File: config.mk
export PLATFORM = sky130hd
export DESIGN_NAME = logic_acc_4b_flat
export DESIGN_NICKNAME = d
export VERILOG_FILES = /design/src/rtl/logic_acc_4b_pkg.sv /design/src/rtl/logic_acc_4b_if.sv /design/src/rtl/logic_acc_4b_unit.sv /design/src/rtl/logic_acc_4b.sv /design/src/flat_wrapper.sv
export SDC_FILE = /design/constraint.sdc
export NUM_CORES = 1
export LEC_CHECK = 0
export ABC_AREA = 1
export CAP_MARGIN = 20
export CORE_MARGIN = 4
export CORE_UTILIZATION = 51
export DETAILED_ROUTE_END_ITERATION = 10
export GPL_TIMING_DRIVEN = 0
export PLACE_DENSITY = 0.84
export SETUP_SLACK_MARGIN = 0.3
export SYNTH_ARGS = -nofsm -noshare
export SYNTH_HDL_FRONTEND = slang
export SYNTH_SLANG_ARGS = --single-unit
export TNS_END_PERCENT = 100
File: constraint.sdc
create_clock -name clk -period 2.5 [get_ports clk]
set_input_delay 0.5 -clock clk [delete_from_list [all_inputs] [get_ports clk]]
set_output_delay 0.5 -clock clk [all_outputs]
set_load 0.01 [all_outputs]
File: src/rtl/logic_acc_4b_pkg.sv
// logic_acc_4b_pkg: shared width, opcode and output-state types for the 4-bit logic accumulator family.
package logic_acc_4b_pkg;

    localparam int WIDTH = 4;
    localparam int CNT_W = 16;

    typedef enum logic [2:0] {
        OP_AND  = 3'b000,
        OP_OR   = 3'b001,
        OP_NAND = 3'b010,
        OP_NOR  = 3'b011,
        OP_XOR  = 3'b100,
        OP_XNOR = 3'b101,
        OP_NOT  = 3'b110,
        OP_PASS = 3'b111
    } op_t;

    typedef enum logic {
        EMPTY = 1'b0,
        FULL  = 1'b1
    } ostate_t;

endpackage

File: src/rtl/logic_acc_4b_if.sv
// logic_acc_4b_if: operand-in / result-out handshake bundle of the logic accumulator stage.
interface logic_acc_4b_if;
    import logic_acc_4b_pkg::*;

    logic             in_valid;
    logic             in_ready;
    logic [WIDTH-1:0] in_x;
    logic [WIDTH-1:0] in_y;
    op_t              in_op;
    logic             in_acc_sel;
    logic             in_acc_wr;
    logic             out_valid;
    logic             out_ready;
    logic [WIDTH-1:0] out_o;
    logic             out_zero;
    logic [WIDTH-1:0] acc_o;

    modport master (
        output in_valid, in_x, in_y, in_op, in_acc_sel, in_acc_wr, out_ready,
        input  in_ready, out_valid, out_o, out_zero, acc_o
    );

    modport slave (
        input  in_valid, in_x, in_y, in_op, in_acc_sel, in_acc_wr, out_ready,
        output in_ready, out_valid, out_o, out_zero, acc_o
    );

endinterface

File: src/rtl/logic_acc_4b_unit.sv
// logic_unit_4b: purely combinational bitwise logic unit, (a, b, op) -> y.
module logic_unit_4b
    import logic_acc_4b_pkg::*;
(
    input  logic [WIDTH-1:0] a,
    input  logic [WIDTH-1:0] b,
    input  op_t              op,
    output logic [WIDTH-1:0] y
);

    always_comb begin
        y = '0;
        unique case (op)
            OP_AND:  y = a & b;
            OP_OR:   y = a | b;
            OP_NAND: y = ~(a & b);
            OP_NOR:  y = ~(a | b);
            OP_XOR:  y = a ^ b;
            OP_XNOR: y = ~(a ^ b);
            OP_NOT:  y = ~a;
            OP_PASS: y = b;
        endcase
    end

endmodule

File: src/rtl/logic_acc_4b.sv
// logic_acc_4b: registered logic-op stage with one-entry output buffer and chaining accumulator.
// Define LOGIC_ACC_STATS_EN to add the saturating op_count accept counter port.
module logic_acc_4b
    import logic_acc_4b_pkg::*;
(
    input  logic                 clk,
    input  logic                 rst,
`ifdef LOGIC_ACC_STATS_EN
    output logic [CNT_W-1:0]     op_count,
`endif
    logic_acc_4b_if.slave        bus
);

    ostate_t          state, state_nx;
    logic             ready, accept;
    logic [WIDTH-1:0] a, res, out_q, acc_q;
    logic             zero_q;

    // Operand a comes from the accumulator when chaining; it already holds the previous op's result.
    assign a = bus.in_acc_sel ? acc_q : bus.in_x;

    logic_unit_4b u_unit (
        .a  (a),
        .b  (bus.in_y),
        .op (bus.in_op),
        .y  (res)
    );

    always_comb begin
        ready    = (state == EMPTY) || bus.out_ready;
        accept   = bus.in_valid && ready;
        state_nx = accept ? FULL : (bus.out_ready ? EMPTY : state);
    end

    always_ff @(posedge clk) begin
        if (rst) begin
            state  <= EMPTY;
            out_q  <= '0;
            zero_q <= 1'b0;
            acc_q  <= '0;
        end else begin
            state <= state_nx;
            if (accept) begin
                out_q  <= res;
                zero_q <= (res == '0);
                if (bus.in_acc_wr) acc_q <= res;
            end
        end
    end

`ifdef LOGIC_ACC_STATS_EN
    always_ff @(posedge clk) begin
        if (rst) op_count <= '0;
        else if (accept && op_count != '1) op_count <= op_count + 1'b1;
    end
`endif

    assign bus.in_ready  = ready;
    assign bus.out_valid = (state == FULL);
    assign bus.out_o     = out_q;
    assign bus.out_zero  = zero_q;
    assign bus.acc_o     = acc_q;

endmodule

File: src/flat_wrapper.sv
// flat-port wrapper written by rule: the top's interface ports become plain ports
module logic_acc_4b_flat import logic_acc_4b_pkg::*;
  (clk, rst, bus_in_valid, bus_in_x, bus_in_y, bus_in_op, bus_in_acc_sel, bus_in_acc_wr, bus_out_ready, bus_in_ready, bus_out_valid, bus_out_o, bus_out_zero, bus_acc_o);
  logic_acc_4b_if bus_i ();
  input  logic clk;
  input  logic rst;
  input wire logic [$bits(bus_i.in_valid)-1:0] bus_in_valid;
  input wire logic [$bits(bus_i.in_x)-1:0] bus_in_x;
  input wire logic [$bits(bus_i.in_y)-1:0] bus_in_y;
  input wire logic [$bits(bus_i.in_op)-1:0] bus_in_op;
  input wire logic [$bits(bus_i.in_acc_sel)-1:0] bus_in_acc_sel;
  input wire logic [$bits(bus_i.in_acc_wr)-1:0] bus_in_acc_wr;
  input wire logic [$bits(bus_i.out_ready)-1:0] bus_out_ready;
  output wire logic [$bits(bus_i.in_ready)-1:0] bus_in_ready;
  output wire logic [$bits(bus_i.out_valid)-1:0] bus_out_valid;
  output wire logic [$bits(bus_i.out_o)-1:0] bus_out_o;
  output wire logic [$bits(bus_i.out_zero)-1:0] bus_out_zero;
  output wire logic [$bits(bus_i.acc_o)-1:0] bus_acc_o;
  assign bus_i.in_valid = bus_in_valid;
  assign bus_i.in_x = bus_in_x;
  assign bus_i.in_y = bus_in_y;
  assign bus_i.in_op = bus_in_op;
  assign bus_i.in_acc_sel = bus_in_acc_sel;
  assign bus_i.in_acc_wr = bus_in_acc_wr;
  assign bus_i.out_ready = bus_out_ready;
  assign bus_in_ready = bus_i.in_ready;
  assign bus_out_valid = bus_i.out_valid;
  assign bus_out_o = bus_i.out_o;
  assign bus_out_zero = bus_i.out_zero;
  assign bus_acc_o = bus_i.acc_o;
  logic_acc_4b u_core (.clk(clk), .rst(rst), .bus(bus_i));
endmodule
==> metrics.txt <==
Syn Inst Count 159; final worst slack between 0.3 and 0.4 ns; Area Growth Syn to Fin 30.0%; ys async rst share 0%; Worst Setup End Kind output pin; root buf cell clkbuf_4; Slowest cell on crit path clkdlybuf4s50_1; max capacitance violation total 0; sequential share of the synthesized area between 15 and 20%; router iterations before antenna repair 4; antenna-violating nets left 0; Die ar. approximately 2800 um^2; Reg2Reg Depth 12; outcome completed; total gr overflow 0; Via density around 5.2; Unique masters post-synth 23; Leak 0.706 nW; measured slew at the worst slew-check pin 0.291 ns; H-tree depth 1; largest net degree at the start of global routing 11; Critical Path, Cell by Cell clkdlybuf4s50_1 > inv_1 > nand2_1 > clkdlybuf4s50_1; WL met1 1060 um; min cycle time layout around 2.1 ns; via count 1110; largest area contributor in the netlist dfxtp_1; Initial Utilization 56.7%; highest metal used met4; initial antenna violation count 0; Starting DRT DRC Count 30; Setup TNS Final 0 ns; Worst path most repeated cell clkdlybuf4s50_1; Clk Latency, worst-skew pair 0.27 ns; HP Class flip-flop to flip-flop; Yosys warnings 0; Mapped Nets 184; Worst IR Drop VDD 0.000423 V; layout cell share with drive strength beyond 1 17.1%; Residual DRC 0; count of final setup violators 0; first-pass GRT wire length 4070 um; worst clock skew 0.00235 ns; routed len/inst 11.8 um; met2 WL post-DR 1240 um; max-slew violations 0; IO Pins 28; Mapped Area 1020 um^2; Tcrit/Tclk final roughly 85%; CTS clock-pin slew for the worst setup and hold paths 0.06 ns; Ant. Diodes 0; CP Launch Type input port; RSZ-0062 raised after global routing false; HPWL Detailed 2050 um; Final nets 214; Pwr per Cell Area 368 nW/um^2; Post-synth EDFFs 0; Post-Route WL 2500 um; core area 1800 um^2; CP max stage delay 0.54 ns; Top FF cell, synth dfxtp_1; CTS Buffer Depth 2; CP Data Required Time around 2.0 ns; CTS tree done; dpl ws 0.0758 ns; number of global-route vias before repair just under 1k; WHS Path Cells 2; Final Hold Fails 0; CTS Hold Bufs 0; Cell Rows 15; CP max FO 3; largest cells by area after synthesis dfxtp_1 (20%), nand2_1 (13%), inv_1 (11%); die height 52.7 um; Horiz. Die Dim about 53 um; Synth top area share 19.6%; #FFs+latches synth 10; Max Fclk 470 MHz; Total GRT Usage about 19%; max_slew headroom 80.4%; CP arrival 1.63 ns; CTS Buf Count 3; syn_area_per_cell 6.42 um^2; met3 routed WL 163 um; clock tree sinks 10; Final GP Congestion slightly below 0.9; Crit Path Class input port to output pin; PortBufs 25
[synth_stat cells, types with 2 or more instances]
| cell type | number |
|---|---|
| nand3_1 | 3 |
| inv_2 | 3 |
| nand2_2 | 5 |
| dfxtp_1 | 10 |
| nor2_2 | 6 |
| ha_1 | 8 |
| inv_1 | 29 |
| nand3_2 | 3 |
| nand2_1 | 35 |
| nor2_1 | 11 |
| a21oi_1 | 7 |
| nor2_4 | 2 |
| o21ai_0 | 10 |
| nand4_1 | 14 |
| buf_6 | 5 |
[cells in the final DEF, fill, tap and decap left out, drive strengths merged, types with 6 or more instances in the layout]
| cell type | instances |
|---|---|
| ha | 8 |
| inv | 33 |
| nand2 | 41 |
| nand4 | 15 |
| o21ai | 11 |
| nand3 | 6 |
| clkdlybuf4s50 | 24 |
| a21oi | 8 |
| dfxtp | 10 |
| nor2 | 19 |
[registers in the layout, indices dropped and copies added (netlist names)]
name	count
u_core.bus.out_zero	1
u_core.bus.out_o	4
u_core.bus.acc_o	4
u_core.bus.out_valid	1
[final timing paths]
check | end | slack [ns] | from
max | bus_in_ready | 0.37 | bus_out_ready
min | u_core.bus.out_zero$_SDFFE_PP0P_ | 0.49 | u_core.bus.out_zero$_SDFFE_PP0P_
max reg2reg | u_core.bus.out_zero$_SDFFE_PP0P_ | 0.89 | u_core.bus.acc_o[3]$_SDFFE_PP0P_
min reg2reg | u_core.bus.out_zero$_SDFFE_PP0P_ | 0.49 | u_core.bus.out_zero$_SDFFE_PP0P_
[power by group]
group,total (mW),leakage [nW],internal (mW),switching (mW)
registers,0.179,0.0826,0.172,0.00699
clock network,0.109,0.0138,0.0556,0.0535
logic,0.200,0.610,0.0916,0.109
total,0.489,0.706,0.319,0.169
[metrics by stage]
stage / total power [mW] / area, um^2 / std cells / utilization, % / hold WS [ns]
finish: 0.489 / 1330 / 212 / 73.7 / 0.486
global route: 0.524 / 1330 / 212 / 73.7 / 0.497
CTS: 0.494 / 1330 / 212 / 73.5 / 0.488
detailed placement: 0.383 / 1300 / 209 / 72.3 / 0.479
global placement: 0.376 / 1300 / 209 / 72.3 / 0.464
floorplan: 0.304 / 1020 / 159 / - / 0.495
[layout make-up]
cell class / count / area (um^2)
Fill cell: 175 / 474
Multi-Input combinational cell: 110 / 633
Clock buffer: 3 / 22.5
Timing Repair Buffer: 25 / 253
Sequential cell: 10 / 200
Inverter: 34 / 131
Tap cell: 25 / 31.3
Buffer: 5 / 56.3
[critical path: cells and delay by family]
| family | cells | cell delay (ns) |
|---|---|---|
| buffers and inverters | 3 | 1.05 |
| and+or+nand+nor | 1 | 0.08 |
[cells by family (layout without fill, tap and decap cells)]
group | count (synthesis) | count (layout) | synth area share [%]
flip-flops | 10 | 10 | 19.6
buffers and inverters | 39 | 67 | 18.4
adder cells (fa/ha/maj) | 8 | 8 | 9.80
AO/OA/AOI/OAI | 19 | 19 | 9.68
AND/OR/NAND/NOR | 83 | 83 | 42.5
[per-layer routing]
layer  global-route usage [%]  vias to the layer above
met5                        0                        -
met4                     3.83                        0
li1                         -                      562
met1                     24.6                      507
met3                     4.27                        4
met2                     33.5                       37
[what timing repair did]
action                     CTS  global route
setup endpoints to repair    0             6
setup buffers                0             0
resized for setup            0             1
No activity file was read; power rests on OpenSTA's default activity.
